==> src/rtl/phys_reg_free_list.sv <==
// Physical register free list: circular FIFO of free pregs with a one-entry head checkpoint for mispredict recovery.
// Latency: grant and granted preg are combinational (zero cycle); pointer/entry updates land on the next posedge.
// Backpressure: no grant while empty or recovering (rename stalls); frees while full are dropped and flagged sticky.
// Optional FL_BYPASS_EN: when empty, a same-cycle free is handed straight to the allocating request.
module phys_reg_free_list #(
    parameter int NUM_PREGS = 128,
    parameter int NUM_ARCH  = 32,
    parameter int PREG_W    = 7
) (
    input  logic              clk,
    input  logic              reset,
    input  logic              alloc_req,
    output logic              alloc_gnt,
    output logic [PREG_W-1:0] alloc_preg,
    input  logic              free_valid,
    input  logic [PREG_W-1:0] free_preg,
    input  logic              ckpt_save,
    input  logic              recover,
    output logic [PREG_W:0]   free_count,
    output logic              empty,
    output logic              full,
    output logic              overflow_err
);

    localparam logic [PREG_W:0] CAPACITY  = (PREG_W+1)'(NUM_PREGS);
    localparam logic [PREG_W:0] INIT_FREE = (PREG_W+1)'(NUM_PREGS - NUM_ARCH);
    localparam logic [PREG_W:0] PTR_ONE   = (PREG_W+1)'(1);

    logic [PREG_W-1:0] entry_q [NUM_PREGS];
    logic [PREG_W:0]   head_q;
    logic [PREG_W:0]   tail_q;
    logic [PREG_W:0]   ckpt_q;
    logic [PREG_W:0]   head_adv;
    logic              pop;
    logic              push;
    logic              bypass;

    // Wrap bit keeps full (difference = NUM_PREGS) distinct from empty (difference = 0).
    assign free_count = tail_q - head_q;
    assign empty      = (free_count == '0);
    assign full       = (free_count == CAPACITY);

`ifdef FL_BYPASS_EN
    assign bypass = empty & alloc_req & free_valid & ~recover;
`else
    assign bypass = 1'b0;
`endif

    assign pop        = alloc_req & ~empty & ~recover;
    assign push       = free_valid & ~full & ~bypass;
    assign alloc_gnt  = pop | bypass;
    assign alloc_preg = bypass ? free_preg : entry_q[head_q[PREG_W-1:0]];
    assign head_adv   = pop ? (head_q + PTR_ONE) : head_q;

    always_ff @(posedge clk or negedge reset) begin
        if (!reset) begin
            head_q       <= '0;
            tail_q       <= INIT_FREE;
            ckpt_q       <= '0;
            overflow_err <= 1'b0;
        end else begin
            head_q <= recover ? ckpt_q : head_adv;
            if (push) begin
                tail_q <= tail_q + PTR_ONE;
            end
            // Snapshot is taken after this cycle's grant so the branch's own destination survives recovery.
            if (ckpt_save && !recover) begin
                ckpt_q <= head_adv;
            end
            if (free_valid && full) begin
                overflow_err <= 1'b1;
            end
        end
    end

    always_ff @(posedge clk or negedge reset) begin
        if (!reset) begin
            for (int i = 0; i < NUM_PREGS; i++) begin
                entry_q[i] <= (i < NUM_PREGS - NUM_ARCH) ? PREG_W'(NUM_ARCH + i) : '0;
            end
        end else if (push) begin
            entry_q[tail_q[PREG_W-1:0]] <= free_preg;
        end
    end

endmodule

==> config.mk <==
export PLATFORM = sky130hd
export DESIGN_NAME = phys_reg_free_list
export DESIGN_NICKNAME = d
export VERILOG_FILES = /design/src/rtl/phys_reg_free_list.sv
export SDC_FILE = /design/constraint.sdc
export NUM_CORES = 1
export LEC_CHECK = 0
export BUFFER_PORTS_ARGS = -buffer_cell sky130_fd_sc_hd__buf_2
export CAP_MARGIN = 10
export CORE_MARGIN = 2
export CORE_UTILIZATION = 40
export CTS_CLUSTER_DIAMETER = 120
export DETAILED_ROUTE_END_ITERATION = 10
export GPL_TIMING_DRIVEN = 0
export PLACE_DENSITY = 0.55
export SYNTH_ARGS = -nofsm -noshare
export SYNTH_HDL_FRONTEND = slang
export SYNTH_SLANG_ARGS = --single-unit
==> constraint.sdc <==
create_clock -name clk -period 5.85 [get_ports clk]
set_clock_uncertainty 0.2 [all_clocks]
set_input_delay 0.2925 -clock clk [delete_from_list [all_inputs] [get_ports clk]]
set_output_delay 0.2925 -clock clk [all_outputs]
set_load 0.03 [all_outputs]
; ---- Yosys cells after proc, flatten, opt, wreduce, memory -nomap -nowiden
; Index checks and enable logic that the tools add are counted.
[word_totals]
word_cells = 160
output_inout_bits = 19
inputBits = 13
register_bits = 921
[op_classes]
addsub = 3
magnitude_cmp = 3
reduce_logical = 5
n_bitwise = 8
n_eq_ne = 1
n_mux = 8
[op_table]
columns = op, count
row1 = 896-bit bitwise mux, 1
row2 = 7-bit binary-select mux with 7-bit select, 1
row3 = 7-bit demux with 7-bit select, 1
row4 = 7-bit 2-to-1 mux, 3
row5 = 8-bit by 1-bit adder with 8-bit output (second input constant), 2
row6 = 8-bit greater-or-equal comparator (second input constant), 2
row7 = 8-bit 2-to-1 mux, 2
row8 = 7-bit inverter with 8-bit output, 2
row9 = 8-bit == test (second input constant), 1
row10 = 8-bit zero test, 1
row11 = 8-bit by 1-bit less-than comparator with 1-bit output (second input constant), 1
row12 = 8-bit subtractor, 1
row13 = 1-bit AND, 3
row14 = 1-bit logical AND, 3
row15 = 1-bit inverter, 3
row16 = 1-bit zero test, 1

; ---- Depth between registers and ports, before layout
; Gate-level depths: netlist of run 1.
[depth]
word_depth = 7
ltp_mapped = 14
ltp_nobuf = 10

; ---- Worst setup path after synthesis of run 1
; No wires, ideal clock.
[synth_path]
path_kind = register -> register
start = register head_q[2]
end = register head_q[5]
n_path_buf = 3
required_time_ns = 5.567
period_less_slack_ns = 4.818
stages_incl_launch_ff = 12
arrival_time_ns = 4.535
slack_ns = 1.032
setup_ns = 0.083
cell_sequence = dfrtp_1 > clkbuf_1 > clkinv_1 > buf_1 > clkbuf_1 > ha_1 > o2111a_1 > or3_1 > a221o_1 > nor4_1 > o21ai_0 > a31oi_1
[synth_between]
elab_chain_cells = 7
word_cells_on_any_way = 8
classes_between = 2 x add/sub / 2 x mux / 3 x bitwise / 1 x reduce/logical
[synth_lines]
columns = item, line
row1 = start: declaration, 30  ; logic [PREG_W:0] head_q;
row2 = start signal: assignment, 62  ; head_q <= recover ? ckpt_q : head_adv;
row3 = 8-bit subtractor, 39  ; assign free_count = tail_q - head_q;
row4 = 8-bit zero test, 40  ; assign empty = (free_count == '0);
row5 = named net empty, 20  ; output logic empty,
row6 = 1-bit inverter, 49  ; assign pop = alloc_req & ~empty & ~recover;
row7 = 1-bit AND (2 in a row), 49
row8 = 8-bit 2-to-1 mux, 53  ; assign head_adv = pop ? (head_q + PTR_ONE) : head_q;
row9 = 8-bit 2-to-1 mux, 62
; The timed path passes the listed nets, and every way through them passes these cells.
; A chain may end at the register's enable or synchronous reset.

; ---- Worst setup path in the final report of run 1
[layout_path]
start = register head_q[0]
end = output port alloc_preg[3]
[layout_between]
elab_chain_cells = 4
[layout_lines]
columns = item, line
row1 = 7-bit inverter with 8-bit output (not written as such), 52  ; assign alloc_preg = bypass ? free_preg : entry_q[head_q[PREG_W-1:0]];
row2 = 7-bit binary-select mux with 7-bit select, 52
row3 = 7-bit 2-to-1 mux (not written as such) (2 in a row), 52
row4 = end: declaration, 14  ; output logic [PREG_W-1:0] alloc_preg,
; Every way passes these cells. The select of a mux whose other input is x is not followed.

==> results of run 1 <==
-- stage by stage --
step	TNS (ps)	power, W
after floorplan	0	0.01321
after global placement	-	0.01580
after detailed placement	-104240	0.01605
after CTS	0	0.02304
after global routing	0	0.02391
final	0	0.02306
-- cells in the mapped netlist (7+ instances only) --
cell type        n
nor3_1           7
xor2_1           7
mux2_1          59
clkbuf_1       152
buf_4            7
mux2_2         277
buf_12          11
mux2i_1        139
nand3_2         12
buf_2           42
o21ai_0         21
nand3_1         27
nand2_1         59
dlygate4sd3_1    7
inv_1           14
a31oi_1         28
ha_1             9
nor2_1          29
buf_1           13
dfstp_2        370
a22oi_1         27
nor3_4          89
dfrtp_1        551
a21oi_1         53
nor4_4           8
o31ai_1         11
mux2_4         560
or3_1           26
buf_6            8
o2111ai_1       13
mux4_2         198
-- cells in the final DEF, fill, tap and decap left out, drive strengths merged, types with 12 or more instances in the layout --
| cell | instances |
|---|---|
| a21oi | 54 |
| a22oi | 27 |
| a31oi | 28 |
| buf | 114 |
| clkbuf | 311 |
| clkinv | 28 |
| dfrtp | 551 |
| dfstp | 370 |
| dlygate4sd3 | 16 |
| inv | 16 |
| mux2 | 896 |
| mux2i | 139 |
| mux4 | 198 |
| nand2 | 65 |
| nand3 | 39 |
| nor2 | 29 |
| nor3 | 100 |
| nor4 | 12 |
| o2111ai | 13 |
| o21ai | 21 |
| or3 | 26 |
-- power groups by stage --
stage	registers (W)	clock network, W	logic, W
after floorplan	0.00834	0	0.00487
after global placement	0.00854	0	0.00726
after detailed placement	0.00860	0	0.00745
after CTS	0.00853	0.00700	0.00751
after global routing	0.00868	0.00728	0.00794
final	0.00855	0.00688	0.00763
-- cells by family (layout without fill, tap and decap cells) --
kind of cell             Yosys count  count (layout)  synth area share
AO/OA/AOI/OAI                    166             166           0.02309
other                              0               3                 0
multiplexers                    1233            1233            0.3844
adder cells (fa/ha/maj)           10              10          0.002826
XOR/XNOR                          13              13          0.002426
buffers and inverters            260             505           0.02892
AND/OR/NAND/NOR                  298             298           0.05740
flip-flops                       921             921            0.5009
-- critical path, cell delays in order (launching register included) --
cell	delay, ps
dfrtp_1	600
clkbuf_1	180
buf_2	450
buf_2	470
clkbuf_4	420
buf_4	390
mux2i_1	150
a22oi_1	290
a31oi_1	140
o21ai_0	300
a21oi_1	240
o31ai_2	620
buf_2	320
-- flip-flops by register name, summed over array words and instances, names as in the netlist --
register and flops:
head_q 8, entry_q 896, ckpt_q 8, tail_q 8
overflow_err 1
-- what timing repair did --
item | in CTS | in global routing
resized for setup | 22 | 22
hold endpoints to repair | 124 | 0
setup endpoints to repair | 895 | 10
hold buffers | 9 | 0
-- cell type report --
cell class              instances  area (um2)  area share
clock inverters                43       558.0     0.01050
flip-flops and latches        921       23510      0.4422
repair buffers                 50       559.3     0.01052
well taps                    1524        1907     0.03587
clock buffers                 153        3067     0.05768
multi-input cells            1720       22140      0.4164
plain buffers                 243        1355     0.02549
inverters                      16       60.06    0.001130
diodes                          3       7.507   0.0001412
-- final timing paths --
check / slack [ps] / from / to / depth (start not counted)
setup / recovery: 40 / head_q[0]$_DFF_PN0_ / alloc_preg[3] / 12
hold / removal: 40 / free_preg[3] / entry_q[87]$_DFFE_PN0P_ / 2
setup reg to reg: 240 / head_q[2]$_DFF_PN0_ / ckpt_q[3]$_DFFE_PN0P_ / 13
hold reg to reg: 250 / overflow_err$_DFFE_PN0P_ / overflow_err$_DFFE_PN0P_ / 1
max in group asynchronous: 3200 / reset / entry_q[561]$_DFFE_PN1P_ / 5
min in group asynchronous: 50 / reset / entry_q[387]$_DFFE_PN0P_ / 2
-- metal layers --
layer,up-vias,share of wire
li1,11150,-
met1,14650,0.45
met2,777,0.46
met3,221,0.059
met4,2,0.032
met5,-,0.000077
==> flow_metrics.py, run 1 <==
metrics = {
    "cells_and_area": {
        "fillers": 10100,
        "layout.nets": 3079,
        "area_growth_pct": 13.28,
        "fin_util": 0.4569,
        "final_layout_size_suffix_gt1_frac": 0.5861,
        "final_area_um2": 53160,
        "instances_no_fill": 4673,
    },
    "clock_tree": {
        "numCtsBuffers": 104,
        "clk_pin_slew_worst_paths_ps": 60,
        "cts_tree": "yes",
        "clock_path_buffers": 3,
        "h-tree-depth": 3,
        "post-cts-setup-buffers": 0,
        "clock_sink_count": 921,
        "root_buffer": "clkbuf_16",
        "worstSkewPairLatency_ps": 720,
    },
    "route": {
        "totalWireLength_mm": 142.7,
        "drt_iter0_markers": 2217,
        "drcViolationCount": 0,
        "vias_per_cell": 5.734,
        "drtPass1Iterations": 5,
        "final_antenna_net_count": 0,
        "wl_per_cell_um": 30.53,
        "vias": 26800,
    },
    "critical_path": {
        "arrival_ps": 5320,
        "endpoint_kind": "output pin",
        "worstSetupPathType": "reg2out",
        "crit_path_start_kind": "flop",
        "cp_data_required_time_ps": 5360,
        "cp_max_fo": 10,
    },
    "timing": {
        "tightest_slew_ps": 1261,
        "max_freq_mhz": 172.2,
        "fin_crit_ps": 5809,
        "fin_ws_ps": 41.20,
        "timing.slew.headroom": 0.1561,
        "hold_viol_final": 0,
        "period_share": 0.9930,
        "rsz0062_at_grt": "no",
        "final_max_slew_viol_count": 0,
        "setup_viol": 0,
        "fin_hold_ws_ps": 38.81,
    },
    "power_and_ir_drop": {
        "powerDensity_nw_per_um2": 433.8,
        "p_int_w": 0.01496,
        "clkPwrFrac": 0.298,
        "netSwitchingFraction": 0.3515,
        "power_leakage_nw": 22.96,
        "ir_drop_v": 0.0004096,
        "p_sw_w": 0.008107,
        "pwr-share-seq": 0.371,
        "combPwrFrac": 0.331,
    },
    "global_routing": {
        "antenna_found_initial": 2,
        "top_usage_layer": "met2",
        "grt_pass1_vias": 28950,
        "grt_util_met2": 0.3714,
        "met1_usage": 0.3351,
        "grt_max_degree": 129,
        "grt_pass1_wl_mm": 209.9,
        "overflow": 0,
        "grt.total_usage": 0.2390,
        "gr-usage-met3": 0.05151,
    },
    "synth": {
        "yosysTopAreaCell": "dfrtp_1",
        "syn_inst": 2901,
        "ys_warn_count": 0,
        "synth_fp_nets": 2924,
        "async_flop_share": 1.000,
        "netlist_top_cells_area": "dfrtp_1, dfstp_2, mux2_4",
        "synth_flop_cell": "dfrtp_1",
        "synth-edff-count": 0,
        "ys_seq_elements": 921,
        "ys_types": 61,
        "syn_area_um2": 46930,
        "synth_area_per_cell_um2": 16.18,
        "synth-seq-area-share": 0.5009,
        "synth_top_area_share": 0.2938,
    },
    "placed_design": {
        "dp.cells": 4462,
        "hpwl_mm": 102.8,
        "portBuffers": 24,
        "pre_cts_slack_ps": -195.4,
        "place.gp.congestion": 0.9354,
        "dpl_cell_area_um2": 49250,
    },
    "min_path": {
        "hp-class": "in2reg",
    },
    "die": {
        "coreArea_um2": 116400,
        "die_h_um": 346.5,
        "dieArea_um2": 120100,
        "chipWidth_um": 346.5,
        "initial_utilization": 0.4033,
        "ios": 32,
        "rows": 125,
    },
    "flow_run": {
        "drv_cap": 0,
    },
    "outcome": {
        "outcome": "completed",
    },
}
Power figures use the tool's default switching activity.
==> inputs of run 2 (changes only) <==
clock period = 6.6 ns   (was 5.85 ns; I/O delays follow)
==> flow_metrics.py, run 2 (synthesized netlist as in run 1, its figures left out) <==
metrics = {
    "global_routing": {
        "antenna_found_initial": 3,
        "top_usage_layer": "met2",
        "grt_max_degree": 129,
        "grt_util_met2": 0.3718,
        "met1_usage": 0.3349,
        "grt_pass1_wl_mm": 209.9,
        "gr-usage-met3": 0.05205,
        "overflow": 0,
        "grt_pass1_vias": 28920,
        "grt.total_usage": 0.2390,
    },
    "timing": {
        "tightest_slew_ps": 1218,
        "setup_tns_ps": 0,
        "setup_viol": 0,
        "final_max_slew_viol_count": 0,
        "hold_viol_final": 0,
        "timing.slew.headroom": 0.1878,
        "fin_crit_ps": 6468,
        "max_freq_mhz": 154.6,
        "rsz0062_at_grt": "no",
        "fin_hold_ws_ps": 30.99,
        "period_share": 0.9800,
    },
    "power_and_ir_drop": {
        "clkPwrFrac": 0.299,
        "p_int_w": 0.01323,
        "powerDensity_nw_per_um2": 384.2,
        "p_sw_w": 0.007150,
        "combPwrFrac": 0.329,
        "power_leakage_nw": 22.91,
        "pwr-share-seq": 0.372,
        "ir_drop_v": 0.0003630,
        "netSwitchingFraction": 0.3508,
    },
    "clock_tree": {
        "root_buffer": "clkbuf_16",
        "clk_pin_slew_worst_paths_ps": 60,
        "h-tree-depth": 3,
        "cts_tree": "yes",
        "clock_sink_count": 921,
        "clock_path_buffers": 3,
        "worstSkewPairLatency_ps": 720,
        "numCtsBuffers": 104,
        "post-cts-setup-buffers": 0,
    },
    "cells_and_area": {
        "layout_common_cells": "mux2_4, dfrtp_1, dfstp_2",
        "fin_util": 0.4558,
        "regMostFlops": "entry_q",
        "largest_register_ffs": 896,
        "multi_input_area_um2": 22070,
        "final_common_cell": "mux2_4",
        "area_growth_pct": 13.01,
        "fillers": 10120,
        "instances_no_fill": 4673,
        "seqCellArea_um2": 23510,
        "layout.nets": 3079,
        "final_layout_size_suffix_gt1_frac": 0.5791,
    },
    "critical_path": {
        "worstPathCellList": "clkbuf_1 > clkbuf_1 > clkbuf_1 > mux4_2 > mux2i_1 > o21ai_0 > a21oi_1 > o31ai_1 > buf_2",
        "arrival_ps": 5940,
        "cp_max_fo": 10,
        "worstSetupPathType": "reg2out",
        "endpoint_kind": "output pin",
        "worstRegToRegCells": 12,
        "slowest_delay_ps": 920,
        "cp_data_required_time_ps": 6070,
        "crit_path_frequent_cell": "clkbuf_1",
        "slowest_stage": "clkbuf_1",
        "crit_path_start_kind": "flop",
    },
    "placed_design": {
        "hpwl_mm": 102.8,
        "place.gp.congestion": 0.9354,
        "dp.cells": 4462,
        "portBuffers": 24,
    },
    "die": {
        "dieArea_um2": 120100,
        "initial_utilization": 0.4033,
        "rows": 125,
        "coreArea_um2": 116400,
        "chipWidth_um": 346.5,
        "die_h_um": 346.5,
        "ios": 32,
    },
    "min_path": {
        "hp-class": "in2reg",
        "whs_path_depth": 2,
    },
    "outcome": {
        "outcome": "completed",
    },
    "route": {
        "drcViolationCount": 0,
        "wl_per_cell_um": 30.46,
        "vias_per_cell": 5.738,
        "drtPass1Iterations": 5,
        "drt_iter0_markers": 2167,
        "vias": 26810,
        "totalWireLength_mm": 142.3,
        "final_antenna_net_count": 0,
    },
    "flow_run": {
        "drv_cap": 0,
    },
}
==> run 2: cell types whose count changed in the layout (fill, tap and decap cells not counted), moves of 3 or more <==
| cell | before | now |
|---|---|---|
| o31ai_1 | 4 | 11 |
| o31ai_2 | 7 | 0 |
| buf_2 | 59 | 65 |
| clkbuf_2 | 10 | 4 |
| buf_1 | 8 | 13 |
| clkbuf_1 | 163 | 168 |
| clkbuf_4 | 6 | 2 |
| clkdlybuf4s15_2 | 3 | 0 |
==> run 2: final cells by class <==
type                       count  share of cell area
buffer                       243             0.02458
timing repair buffer          50             0.01050
multi-input combinational   1720              0.4161
clock buffer                 153             0.05782
inverter                      16            0.001132
sequential                   921              0.4432
clock inverter                43             0.01052
antenna                        3           0.0001415
tap                         1524             0.03595
==> run 2: final timing paths <==
kind / from / to / slack [ps]
setup / recovery: head_q[1]$_DFF_PN0_ / alloc_preg[3] / 130
hold / removal: free_preg[4] / entry_q[102]$_DFFE_PN0P_ / 30
setup reg to reg: head_q[2]$_DFF_PN0_ / ckpt_q[3]$_DFFE_PN0P_ / 340
hold reg to reg: overflow_err$_DFFE_PN0P_ / overflow_err$_DFFE_PN0P_ / 250
max in group asynchronous: reset / entry_q[618]$_DFFE_PN1P_ / 3920
min in group asynchronous: reset / entry_q[387]$_DFFE_PN0P_ / 80
==> run 2: what timing repair did <==
item	in CTS	in global routing
cloned	0	0
endpoints found under the setup margin	3	7
endpoints found under the hold margin	117	0
resized for setup	1	8
hold buffers	8	0
==> run 2: metrics by stage <==
step	instance area (um2)	total power (W)	setup WS, ps
after global routing	53030	0.02114	31.79
after floorplan	46930	0.01171	1782
final	53040	0.02038	131.8
after detailed placement	49250	0.01423	554.6
after global placement	48960	0.01400	-13670
after CTS	52960	0.02039	0.2967
==> run 2: power groups by stage <==
stage | registers [W] | clock network [W] | logic (W)
after floorplan | 0.00739 | 0 | 0.00431
after global placement | 0.00757 | 0 | 0.00644
after detailed placement | 0.00762 | 0 | 0.00661
after CTS | 0.00756 | 0.00621 | 0.00662
after global routing | 0.00769 | 0.00646 | 0.00699
final | 0.00758 | 0.00609 | 0.00671
==> run 2: critical path, delay by kind of cell (launching register included) <==
family | cells | cell delay (ps)
compound gates | 3 | 1160
buf+inv | 4 | 2800
flops | 1 | 710
mux | 2 | 550
==> run 2: routing by layer <==
layer  wire length [um]  vias up
met5                 11        -
met4               4486        2
met3               8725      203
met2              65210      771
met1              63900    14680
li1                   -    11160
